### config.mk
export PLATFORM = sky130hd
export DESIGN_NAME = scan_select_gen_flat
export DESIGN_NICKNAME = d
export VERILOG_FILES = /design/src/rtl/scan_select_gen_if.sv /design/src/rtl/scan_select_gen.sv /design/src/flat_wrapper.sv
export SDC_FILE = /design/constraint.sdc
export NUM_CORES = 1
export LEC_CHECK = 0
export BUFFER_PORTS_ARGS = -buffer_cell sky130_fd_sc_hd__buf_2
export CAP_MARGIN = 10
export CORE_UTILIZATION = 58
export CTS_BUF_LIST = sky130_fd_sc_hd__clkbuf_4 sky130_fd_sc_hd__clkbuf_8
export CTS_CLUSTER_DIAMETER = 60
export DETAILED_ROUTE_END_ITERATION = 8
export GPL_TIMING_DRIVEN = 0
export PLACE_DENSITY = 0.87
export SYNTH_ARGS = -nofsm -noshare
export SYNTH_HDL_FRONTEND = slang
export SYNTH_SLANG_ARGS = --single-unit
### constraint.sdc
create_clock -name clk -period 3 [get_ports clk]
set_clock_uncertainty 0.1 [all_clocks]
set_input_delay 0.45 -clock clk [delete_from_list [all_inputs] [get_ports clk]]
set_output_delay 0.45 -clock clk [all_outputs]
set_load 0.01 [all_outputs]
### src/rtl/scan_select_gen_if.sv
// Bundle for scan_select_gen: mode/step/clear controls, prescale and
// optional wrap limit in; decoder select lines and status out.
// The limit signal only exists when SCAN_LIMIT_EN is defined.
interface scan_select_gen_if #(
    parameter int PRESCALE_W = 16
);
    logic                  run;
    logic                  step;
    logic                  clr;
    logic [PRESCALE_W-1:0] prescale;
`ifdef SCAN_LIMIT_EN
    logic [2:0]            limit;
`endif
    logic                  x;
    logic                  y;
    logic                  z;
    logic                  sel_valid;
    logic                  frame_done;

`ifdef SCAN_LIMIT_EN
    modport master (
        output run, step, clr, prescale, limit,
        input  x, y, z, sel_valid, frame_done
    );
    modport slave (
        input  run, step, clr, prescale, limit,
        output x, y, z, sel_valid, frame_done
    );
`else
    modport master (
        output run, step, clr, prescale,
        input  x, y, z, sel_valid, frame_done
    );
    modport slave (
        input  run, step, clr, prescale,
        output x, y, z, sel_valid, frame_done
    );
`endif
endinterface

### src/rtl/scan_select_gen.sv
// scan_select_gen: walks a 3-bit select index {x,y,z} for a downstream
// 3-to-8 decoder, advancing every prescale+1 cycles in free-run or once
// per step pulse while held. frame_done pulses on the wrap to index 0.
// Optional feature macro: SCAN_LIMIT_EN (programmable last index via limit).
//
// state | meaning
// IDLE  | after reset; index and prescale count held at 0, outputs invalid
// RUN   | free-running scan, prescaled advance
// HOLD  | index frozen, step pulse advances once
module scan_select_gen #(
    parameter int PRESCALE_W = 16
) (
    input  logic              clk,
    input  logic              rst,
    scan_select_gen_if.slave  bus
);
    typedef enum logic [1:0] {IDLE, RUN, HOLD} state_t;

    localparam logic [PRESCALE_W-1:0] PCNT_ONE = PRESCALE_W'(1);

    state_t                state_q, state_d;
    logic [2:0]            idx_q, idx_d;
    logic [PRESCALE_W-1:0] pcnt_q, pcnt_d;
    logic                  fd_q, fd_d;
    logic                  adv;
    logic [2:0]            last;

`ifdef SCAN_LIMIT_EN
    assign last = bus.limit;
`else
    assign last = 3'd7;
`endif

    // State, index, prescale count and frame pulse registers.
    always_ff @(posedge clk) begin
        if (rst) begin
            state_q <= IDLE;
            idx_q   <= 3'd0;
            pcnt_q  <= '0;
            fd_q    <= 1'b0;
        end else begin
            state_q <= state_d;
            idx_q   <= idx_d;
            pcnt_q  <= pcnt_d;
            fd_q    <= fd_d;
        end
    end

    // Next-state, prescale and index advance; clr overrides any advance.
    always_comb begin
        state_d = state_q;
        idx_d   = idx_q;
        pcnt_d  = pcnt_q;
        fd_d    = 1'b0;
        adv     = 1'b0;
        case (state_q)
            IDLE: begin
                idx_d  = 3'd0;
                pcnt_d = '0;
                if (bus.run) state_d = RUN;
            end
            RUN: begin
                if (!bus.run) state_d = HOLD;
                // >= so a prescale lowered under the running count still advances
                if (pcnt_q >= bus.prescale) begin
                    adv    = 1'b1;
                    pcnt_d = '0;
                end else begin
                    pcnt_d = pcnt_q + PCNT_ONE;
                end
            end
            HOLD: begin
                if (bus.run) begin
                    state_d = RUN;
                end else if (bus.step) begin
                    adv    = 1'b1;
                    pcnt_d = '0;
                end
            end
            default: state_d = IDLE;
        endcase
        if (adv) begin
            if (idx_q >= last) begin
                idx_d = 3'd0;
                fd_d  = 1'b1;
            end else begin
                idx_d = idx_q + 3'd1;
            end
        end
        if (bus.clr) begin
            idx_d  = 3'd0;
            pcnt_d = '0;
            fd_d   = 1'b0;
        end
    end

    assign bus.x          = idx_q[2];
    assign bus.y          = idx_q[1];
    assign bus.z          = idx_q[0];
    assign bus.frame_done = fd_q;
    assign bus.sel_valid  = (state_q == RUN) || (state_q == HOLD);
endmodule

### src/flat_wrapper.sv
// flat-port wrapper written by rule: the top's interface ports become plain ports
module scan_select_gen_flat 
#(
    parameter int PRESCALE_W = 16
)
  (clk, rst, bus_run, bus_step, bus_clr, bus_prescale, bus_x, bus_y, bus_z, bus_sel_valid, bus_frame_done);
  scan_select_gen_if #(.PRESCALE_W(PRESCALE_W)) bus_i ();
  input  logic clk;
  input  logic rst;
  input wire logic [$bits(bus_i.run)-1:0] bus_run;
  input wire logic [$bits(bus_i.step)-1:0] bus_step;
  input wire logic [$bits(bus_i.clr)-1:0] bus_clr;
  input wire logic [$bits(bus_i.prescale)-1:0] bus_prescale;
  output wire logic [$bits(bus_i.x)-1:0] bus_x;
  output wire logic [$bits(bus_i.y)-1:0] bus_y;
  output wire logic [$bits(bus_i.z)-1:0] bus_z;
  output wire logic [$bits(bus_i.sel_valid)-1:0] bus_sel_valid;
  output wire logic [$bits(bus_i.frame_done)-1:0] bus_frame_done;
  assign bus_i.run = bus_run;
  assign bus_i.step = bus_step;
  assign bus_i.clr = bus_clr;
  assign bus_i.prescale = bus_prescale;
  assign bus_x = bus_i.x;
  assign bus_y = bus_i.y;
  assign bus_z = bus_i.z;
  assign bus_sel_valid = bus_i.sel_valid;
  assign bus_frame_done = bus_i.frame_done;
  scan_select_gen #(.PRESCALE_W(PRESCALE_W)) u_core (.clk(clk), .rst(rst), .bus(bus_i));
endmodule
---- Word level (Yosys, flattened, before mapping) ----
Cells that the tools add are included.
storage, ports and cells
  latch bits .............................. 0
  RAM bits ................................ 0
  bits in read-only memories .............. 0
  logic and storage cells ................. 39
  input port bits ......................... 21
  register bits ........................... 22
  memories ................................ 0
cells by class
  bitwise logic cells ..................... 1
  divide/modulo/power cells ............... 0
  eq/ne operators ......................... 6
  multipliers ............................. 0
  reduce and logical (&&, ||, !) cells .... 9
  add/subtract/negate cells ............... 2
  multiplexer cells ....................... 15
  shift operators ......................... 0
  magnitude comparators ................... 2
operators by type and width
  cell                     count
  $mux W16                 3
  $pmux W16 S3             1
  $add A16 B1 Y16 const B  1
  $ge A16 B16 Y1           1
  $mux W3                  3
  $ne A2 B2 Y1 const B     3
  $mux W1                  4
  $mux W2                  2
  $pmux W2 S2              1
  $reduce_or A2 Y1         2
  $add A3 B1 Y3 const B    1
  $ge A3 B3 Y1 const B     1
  $reduce_and A3 Y1        1
  $reduce_bool A3 Y1       1
  $reduce_or A3 Y1         1
  $eq A2 B1 Y1 const B     1
  $eq A2 B2 Y1 const B     1
  $logic_not A2 Y1         1
  $ne A2 B1 Y1 const B     1
  $pmux W1 S2              1
  $reduce_and A2 Y1        1
  $reduce_bool A2 Y1       1
  $logic_or A1 B1 Y1       1
  $not A1 Y1               1

---- Logic depth before layout (Yosys ltp) ----
Gate-level depths: netlist of run 1.
  word-level depth ........................ 5
  depth in mapped cells ................... 9
  depth with buffers taken out ............ 8

---- Worst setup path after synthesis of run 1 ----
Ideal clock, no wire load.
  path kind ............................... input to register
  from .................................... input port bus_prescale[13]
  to ...................................... register u_core.pcnt_q[0]
  setup time .............................. 115 ps
  path buffers ............................ 1
  slack ................................... 734 ps
  data required time ...................... 2785 ps
  cell stages on the path ................. 9
  data arrival time ....................... 2051 ps
  path through ............................ inv_1 -> ha_1 -> nand4_1 -> nor2_1 -> or4b_1 -> and4b_4 -> o21ai_4 -> buf_6 -> nor2_1
between the ends
  longest elaborated chain between the ends .. 3
RTL lines
  what                  RTL line               RTL
  from (decl)           flat_wrapper.sv:13     input wire logic [$bits(bus_i.prescale)-1:0] bus_prescale;
  $ge A16 B16 Y1        scan_select_gen.sv:65  if (pcnt_q >= bus.prescale) begin
  $mux W16              scan_select_gen.sv:65
  $pmux W16 S3          scan_select_gen.sv:56  case (state_q)
  to (signal assigned)  scan_select_gen.sv:44  pcnt_q <= pcnt_d;
  to (decl)             scan_select_gen.sv:23  logic [PRESCALE_W-1:0] pcnt_q, pcnt_d;
No other way between the ends.
A chain may end at the register's enable or synchronous reset.

---- Final worst setup path of run 1 ----
  from .................................... register u_core.pcnt_q[12]
  to ...................................... register u_core.pcnt_q[2]
between the ends
  longest elaborated chain between the ends .. 3
RTL lines
  what            RTL line
  $ge A16 B16 Y1  scan_select_gen.sv:65
  $mux W16        scan_select_gen.sv:65
  $pmux W16 S3    scan_select_gen.sv:56
No other way between the ends.

==> impl_metrics.json, run 1 <==
{
  "synthDominantAreaCellType": "dfxtp_1",
  "multiplexer_share_of_the_synthesized_area_pct": 2.57,
  "max-cap-violations": 0,
  "critical_path_class": "reg -> reg",
  "synth-edff-count": 0,
  "die-area_sq_um": 2890,
  "hold_path_class": "in -> reg",
  "synth.yosys.seq_area_share_pct": 28.3,
  "slew_viol_final": 0,
  "cts_hold_buffers": 0,
  "post_cts_buffers": 0,
  "synthAdderAreaFrac_pct": 18.5,
  "groute.usage.overall_pct": 24.3,
  "boundaryPins": 26,
  "drt.antenna.violating_nets": 0,
  "synth-compound-area-share_pct": 13.4,
  "wl_per_cell_microns": 12.8,
  "mappedNetlistArea_sq_um": 1560,
  "timing.max_slew.rel_slack_pct": 67.1,
  "top_area_cells_in_the_synthesized_netlist": "dfxtp_1, ha_1, nor2_1",
  "die_h_microns": 53.8,
  "final_hold_viol_count": 0,
  "drive_gt1_share_pct": 17.3,
  "run_status": "finished clean",
  "grt_first_pass_wirelength_microns": 5140,
  "path_clk_slew_ps": 130,
  "tritoncts_clock_tree": "yes",
  "post_cts_resize_count": 0,
  "grt_setup_unrepaired": "false",
  "remaining_drc_errors": 0,
  "cts.sink_count": 22,
  "die_w_microns": 53.8,
  "route.detailed.vias_per_inst": 5.60,
  "mean_area_per_synthesized_cell_sq_um": 8.41,
  "fin_setup_tns_ps": 0,
  "drtPass1Iterations": 4,
  "synth_xor_xnor_area_share_pct": 6.19,
  "vias": 1367,
  "buffer_depth_of_the_longest_clock_path": 2,
  "report.final.setup_viol": 0,
  "synth_simple_gate_area_share_pct": 24.9,
  "timing.critical_path.required_ps": 3110,
  "synth.lib_cells_used.distinct": 38,
  "crit_path_start_kind": "register",
  "synth.ff_latch_count": 22,
  "p_leak_nw": 0.800,
  "fillCellCount": 205,
  "initial_utilization_pct": 62.2,
  "async_flop_share_pct": 0,
  "post_synth_inst_count": 185,
  "worst_ir_drop_vdd_v": 0.000512,
  "grt_pass1_vias": 1247,
  "synth_ff_type": "dfxtp_1",
  "io_buffers": 25,
  "clk_root_buffer_cell": "clkbuf_4",
  "clk-insertion-delay-late_ps": 320,
  "fmax_mhz": 418,
  "gp_congestion": 0.838,
  "areaGrowthSynthToFinish_pct": 13.8,
  "fin_worst_hold_slack_ps": 228,
  "setup.worst_path.end_class": "register",
  "post-dp-hpwl_microns": 2540,
  "core.rowCount": 18,
  "overflow": 0,
  "worst_pin_slew_ps": 492,
  "cts_buffers": 3,
  "wl_microns": 3130,
  "netlist.area_leader.share_pct": 28.3,
  "yosys_warning_total": 0,
  "shortest_clock_period_the_worst_path_allows_after_layout_ps": 2390,
  "drt_iter0_drc": 20,
  "power.density_cell_area_nw_per_um2": 342,
  "ctsHtreeMaxLevel": 1,
  "critical_path.max_fanout": 10,
  "grt_antenna_before_repair": 0,
  "dominant_combinational_cell_family_by_area_after_synthesis": "simple AND/OR/NAND/NOR gates",
  "postSynthNetCount": 229,
  "insertedDiodeCount": 0,
  "synth_commonest_cells": "ha_1, nor2_1, dfxtp_1, inv_1, nand2_1",
  "coreArea_sq_um": 2500,
  "finalNetCount": 259,
  "largest_net_degree_at_the_start_of_global_routing": 14,
  "arrival_ps": 2510,
  "finalCritPeriodShare_pct": 79.7
}
where the power goes:
group	total [mW]	switching (mW)	internal [mW]
clock	0.230	0.0945	0.135
sequential	0.298	0.00329	0.295
combinational	0.0778	0.0416	0.0362
layout by cell type (no fill, tap or decap), types with 2 or more instances in the layout:
| cell | Yosys | final |
|---|---|---|
| o211ai_1 | 2 | 2 |
| nand2b_1 | 2 | 2 |
| dfxtp_1 | 22 | 22 |
| o21ai_0 | 5 | 5 |
| and3_1 | 2 | 2 |
| clkbuf_4 | 0 | 3 |
| nor2_1 | 23 | 23 |
| xnor2_1 | 9 | 9 |
| nand3b_1 | 4 | 4 |
| mux2i_1 | 4 | 4 |
| nor3b_1 | 3 | 3 |
| buf_2 | 0 | 25 |
| xor2_1 | 2 | 2 |
| a21oi_1 | 11 | 11 |
| o21a_1 | 2 | 2 |
| nor3_1 | 2 | 2 |
| inv_1 | 22 | 22 |
| nand2_1 | 12 | 12 |
| nand4_1 | 6 | 6 |
| a31oi_1 | 2 | 2 |
| ha_1 | 23 | 23 |
| nor2b_1 | 3 | 3 |
| nand3_1 | 7 | 7 |
critical path, stage by stage, from the launching register on:
cell and delay (ps):
dfxtp_1 390, ha_1 290, nand4_1 140, nor2_1 200
or4b_1 490, and4b_4 240, o21ai_4 210, buf_6 180
nor2_1 60
area by class of cell:
type / count / area [sq um] / share of cell area [%]
clock inverter: 1 / 30.0 / 1.70
clock buffer: 3 / 22.5 / 1.27
timing repair buffer: 25 / 125 / 7.07
inverter: 22 / 82.6 / 4.66
buffer: 1 / 11.3 / 0.636
multi-input combinational: 140 / 1020 / 57.7
sequential: 22 / 440 / 24.9
tap: 30 / 37.5 / 2.12
routing by layer:
layer,up-vias,track usage [%],wire length (microns)
met4,0,5.70,14
met1,620,29.5,1390
met2,41,41.8,1570
met3,2,6.78,158
met5,-,0,0
li1,704,-,-
sequential cells by signal (all words and copies together) (netlist names):
signal and count:
u_core.state_q 2, u_core.idx_q 3, u_core.pcnt_q 16, u_core.bus.frame_done 1
worst paths after layout:
check,from,to,slack (ps),cells after the start
worst max-delay path,u_core.pcnt_q[12]$_SDFFE_PP0P_,u_core.pcnt_q[2]$_SDFFE_PP0P_,610,8
worst min-delay path,rst,u_core.state_q[1]$_SDFFE_PP0P_,230,2
worst max register to register,u_core.pcnt_q[12]$_SDFFE_PP0P_,u_core.pcnt_q[2]$_SDFFE_PP0P_,610,8
worst min register to register,u_core.pcnt_q[8]$_SDFFE_PP0P_,u_core.pcnt_q[8]$_SDFFE_PP0P_,440,2
metrics by stage:
| stage | utilization, % | power (mW) | area, sq um | std cells | setup slack, ps |
|---|---|---|---|---|---|
| 4_1_cts | 70.8 | 0.611 | 1770 | 244 | 609 |
| 5_1_grt | 70.8 | 0.633 | 1770 | 244 | 471 |
| 2_1_floorplan | - | 0.355 | 1560 | 185 | 734 |
| 3_5_place_dp | 68.7 | 0.382 | 1720 | 240 | 426 |
| 3_3_place_gp | 68.7 | 0.378 | 1720 | 240 | 465 |
| 6_report | 70.8 | 0.606 | 1770 | 244 | 609 |
cell families after synthesis:
family / count (synthesis)
AOI/OAI and AO/OA: 30
xor gates and xnor gates: 11
adders and majority gates: 23
buffers and inverters: 23
DFF: 22
muxes: 4
and+or+nand+nor: 72
Note: power is estimated with default switching activity, not from simulation.
==> inputs of run 2 (changes only) <==
--- a/config.mk
+++ b/config.mk
@@ -5,6 +5,7 @@
 export SDC_FILE = /design/constraint.sdc
 export NUM_CORES = 1
 export LEC_CHECK = 0
+export ABC_AREA = 1
 export BUFFER_PORTS_ARGS = -buffer_cell sky130_fd_sc_hd__buf_2
 export CAP_MARGIN = 10
 export CORE_UTILIZATION = 58
==> constraint.sdc (replaced) <==
create_clock -name clk -period 2.3 [get_ports clk]
set_clock_uncertainty 0.1 [all_clocks]
set_input_delay 0.345 -clock clk [delete_from_list [all_inputs] [get_ports clk]]
set_output_delay 0.345 -clock clk [all_outputs]
set_load 0.01 [all_outputs]
==> impl_metrics.json, run 2 <==
{
  "route.detailed.vias_per_inst": 5.19,
  "largest_register_ffs": 16,
  "design_area_sq_um": 1770,
  "post_synth_inst_count": 223,
  "drtPass1Iterations": 4,
  "fin_setup_tns_ps": 0,
  "seqPwrFrac_pct": 50.1,
  "cell_internal_pwr_uw": 536,
  "crit_path_start_kind": "register",
  "largest_net_degree_at_the_start_of_global_routing": 12,
  "die_h_microns": 54.3,
  "cts.sink_count": 22,
  "yosys_warning_total": 0,
  "report.final.setup_viol": 0,
  "groute.usage.overall_pct": 22.1,
  "total_power_uw": 806,
  "largest-register": "u_core.pcnt_q",
  "synth.yosys.seq_area_share_pct": 27.7,
  "remaining_drc_errors": 0,
  "clk-insertion-delay-late_ps": 310,
  "boundaryPins": 26,
  "synthDominantAreaCellType": "dfxtp_1",
  "synth-edff-count": 0,
  "power.density_cell_area_nw_per_um2": 454,
  "post-dp-hpwl_microns": 2330,
  "drive_gt1_share_pct": 17.1,
  "netlist.area_leader.share_pct": 27.7,
  "areaGrowthSynthToFinish_pct": 11.7,
  "finalWorstSetupSlack_ps": 228,
  "final_hold_viol_count": 0,
  "synth_ff_type": "dfxtp_1",
  "power.clock.fraction_pct": 22.3,
  "finalNetCount": 297,
  "ctsHtreeMaxLevel": 1,
  "critical_path_class": "reg -> reg",
  "post-place-ws_ps": 124,
  "grt_setup_unrepaired": "false",
  "grt_antenna_before_repair": 0,
  "overflow": 0,
  "worst_pin_slew_ps": 332,
  "gp_congestion": 0.782,
  "die_w_microns": 54.3,
  "core.rowCount": 18,
  "slew_viol_final": 0,
  "mean_area_per_synthesized_cell_sq_um": 7.13,
  "timing.critical_path.required_ps": 2440,
  "power.share.switching_pct": 33.4,
  "clk_root_buffer_cell": "clkbuf_4",
  "placed_cells_incl_taps": 278,
  "path_clk_slew_ps": 120,
  "io_buffers": 25,
  "fmax_mhz": 483,
  "utilization_pct": 70.3,
  "tritoncts_clock_tree": "yes",
  "finalCritPeriodShare_pct": 90.1,
  "arrival_ps": 2210,
  "final_cell_count_no_fill": 281,
  "post_cts_buffers": 0,
  "fin_worst_hold_slack_ps": 199,
  "setup.worst_path.end_class": "register",
  "mappedNetlistArea_sq_um": 1590,
  "combPwrFrac_pct": 27.6,
  "grt_first_pass_wirelength_microns": 4710,
  "hold_path_class": "in -> reg",
  "cts_buffers": 3,
  "vias": 1457,
  "coreArea_sq_um": 2520,
  "synth_commonest_cells": "nand2_1, inv_1, ha_1, dfxtp_1, nor2_1",
  "die-area_sq_um": 2950,
  "cts_hold_buffers": 0,
  "top_area_cells_in_the_synthesized_netlist": "dfxtp_1, ha_1, nand2_1",
  "top_library_cells_by_usage_in_the_layout_fill_and_taps_aside": "nand2_1, inv_1, buf_2",
  "timing.max_slew.rel_slack_pct": 77.6,
  "drt.antenna.violating_nets": 0,
  "layout_commonest_cell": "nand2_1",
  "post_cts_resize_count": 0,
  "shortest_clock_period_the_worst_path_allows_after_layout_ps": 2070,
  "postPlaceCellArea_sq_um": 1750,
  "max-cap-violations": 0,
  "postSynthNetCount": 267,
  "wl_microns": 2790,
  "insertedDiodeCount": 0,
  "wl_per_cell_microns": 9.92,
  "synth.lib_cells_used.distinct": 28,
  "async_flop_share_pct": 0,
  "most_frequently_used_cell_type_in_the_post_synthesis_netlist": "nand2_1",
  "worst_ir_drop_vdd_v": 0.000372,
  "initial_utilization_pct": 63.0,
  "largest_registers": "u_core.pcnt_q: 16 flops, u_core.idx_q: 3 flops, u_core.state_q: 2 flops",
  "switchingPower_uw": 270,
  "run_status": "finished clean",
  "synth.ff_latch_count": 22,
  "grt_pass1_vias": 1214,
  "buffer_depth_of_the_longest_clock_path": 2,
  "drt_iter0_drc": 26,
  "critical_path.max_fanout": 10,
  "p_leak_nw": 0.953
}
==> run 2: changes by cell type after synthesis, moves of 4 or more <==
| cell | delta |
|---|---|
| a21oi_1 | +7 |
| xnor2_1 | -9 |
| nand2_1 | +34 |
| mux2i_1 | -4 |
| inv_1 | +19 |
==> run 2: critical path, stage by stage (launching register included) <==
cell and delay [ps]:
dfxtp_1 410, ha_1 280, a21oi_1 140, o21ai_0 150, a21oi_2 230, nand3_2 170, nand2_1 110, nand2_1 100
buf_6 170, nor3_1 150
==> run 2: final cells by class <==
class / instances / area, sq um
multi-input cells: 157 / 973
fillers: 236 / 748
flip-flops and latches: 22 / 440
inverters: 43 / 164
repair buffers: 25 / 125
well taps: 30 / 37.5
clock buffers: 3 / 22.5
plain buffers: 1 / 11.3
==> run 2: worst paths after layout <==
path / to / slack [ps] / from / cells past startpoint
worst max register to register: u_core.pcnt_q[9]$_SDFFE_PP0P_ / 230 / u_core.pcnt_q[11]$_SDFFE_PP0P_ / 9
worst min-delay path: u_core.state_q[1]$_SDFFE_PP0P_ / 200 / rst / 4
worst max-delay path: u_core.pcnt_q[9]$_SDFFE_PP0P_ / 230 / u_core.pcnt_q[11]$_SDFFE_PP0P_ / 9
worst min register to register: u_core.pcnt_q[14]$_SDFFE_PP0P_ / 410 / u_core.pcnt_q[14]$_SDFFE_PP0P_ / 2
==> run 2: kinds of logic (layout without fill, tap and decap cells) <==
logic type               Yosys count  count (layout)  synth area share, %
buffers and inverters             44              72                 11.0
AO/OA/AOI/OAI                     34              34                 13.0
AND/OR/NAND/NOR                   95              95                 27.4
XOR/XNOR                           5               5                 2.76
adder cells (fa/ha/maj)           23              23                 18.1
flip-flops                        22              22                 27.7
==> run 2: metal layers <==
layer	GRT usage (%)	up-vias	routed length, microns
met4	11.1	0	47
li1	-	774	-
met5	0	-	0
met3	4.17	6	99
met2	37.4	23	1300
met1	26.5	654	1340
==> run 2: power by group through the flow <==
stage	Sequential [mW]	Combinational (mW)	Clock, mW
6_report	0.404	0.223	0.180
5_1_grt	0.407	0.255	0.200
4_1_cts	0.404	0.223	0.182
3_5_place_dp	0.413	0.223	0
3_3_place_gp	0.412	0.217	0
2_1_floorplan	0.410	0.163	0
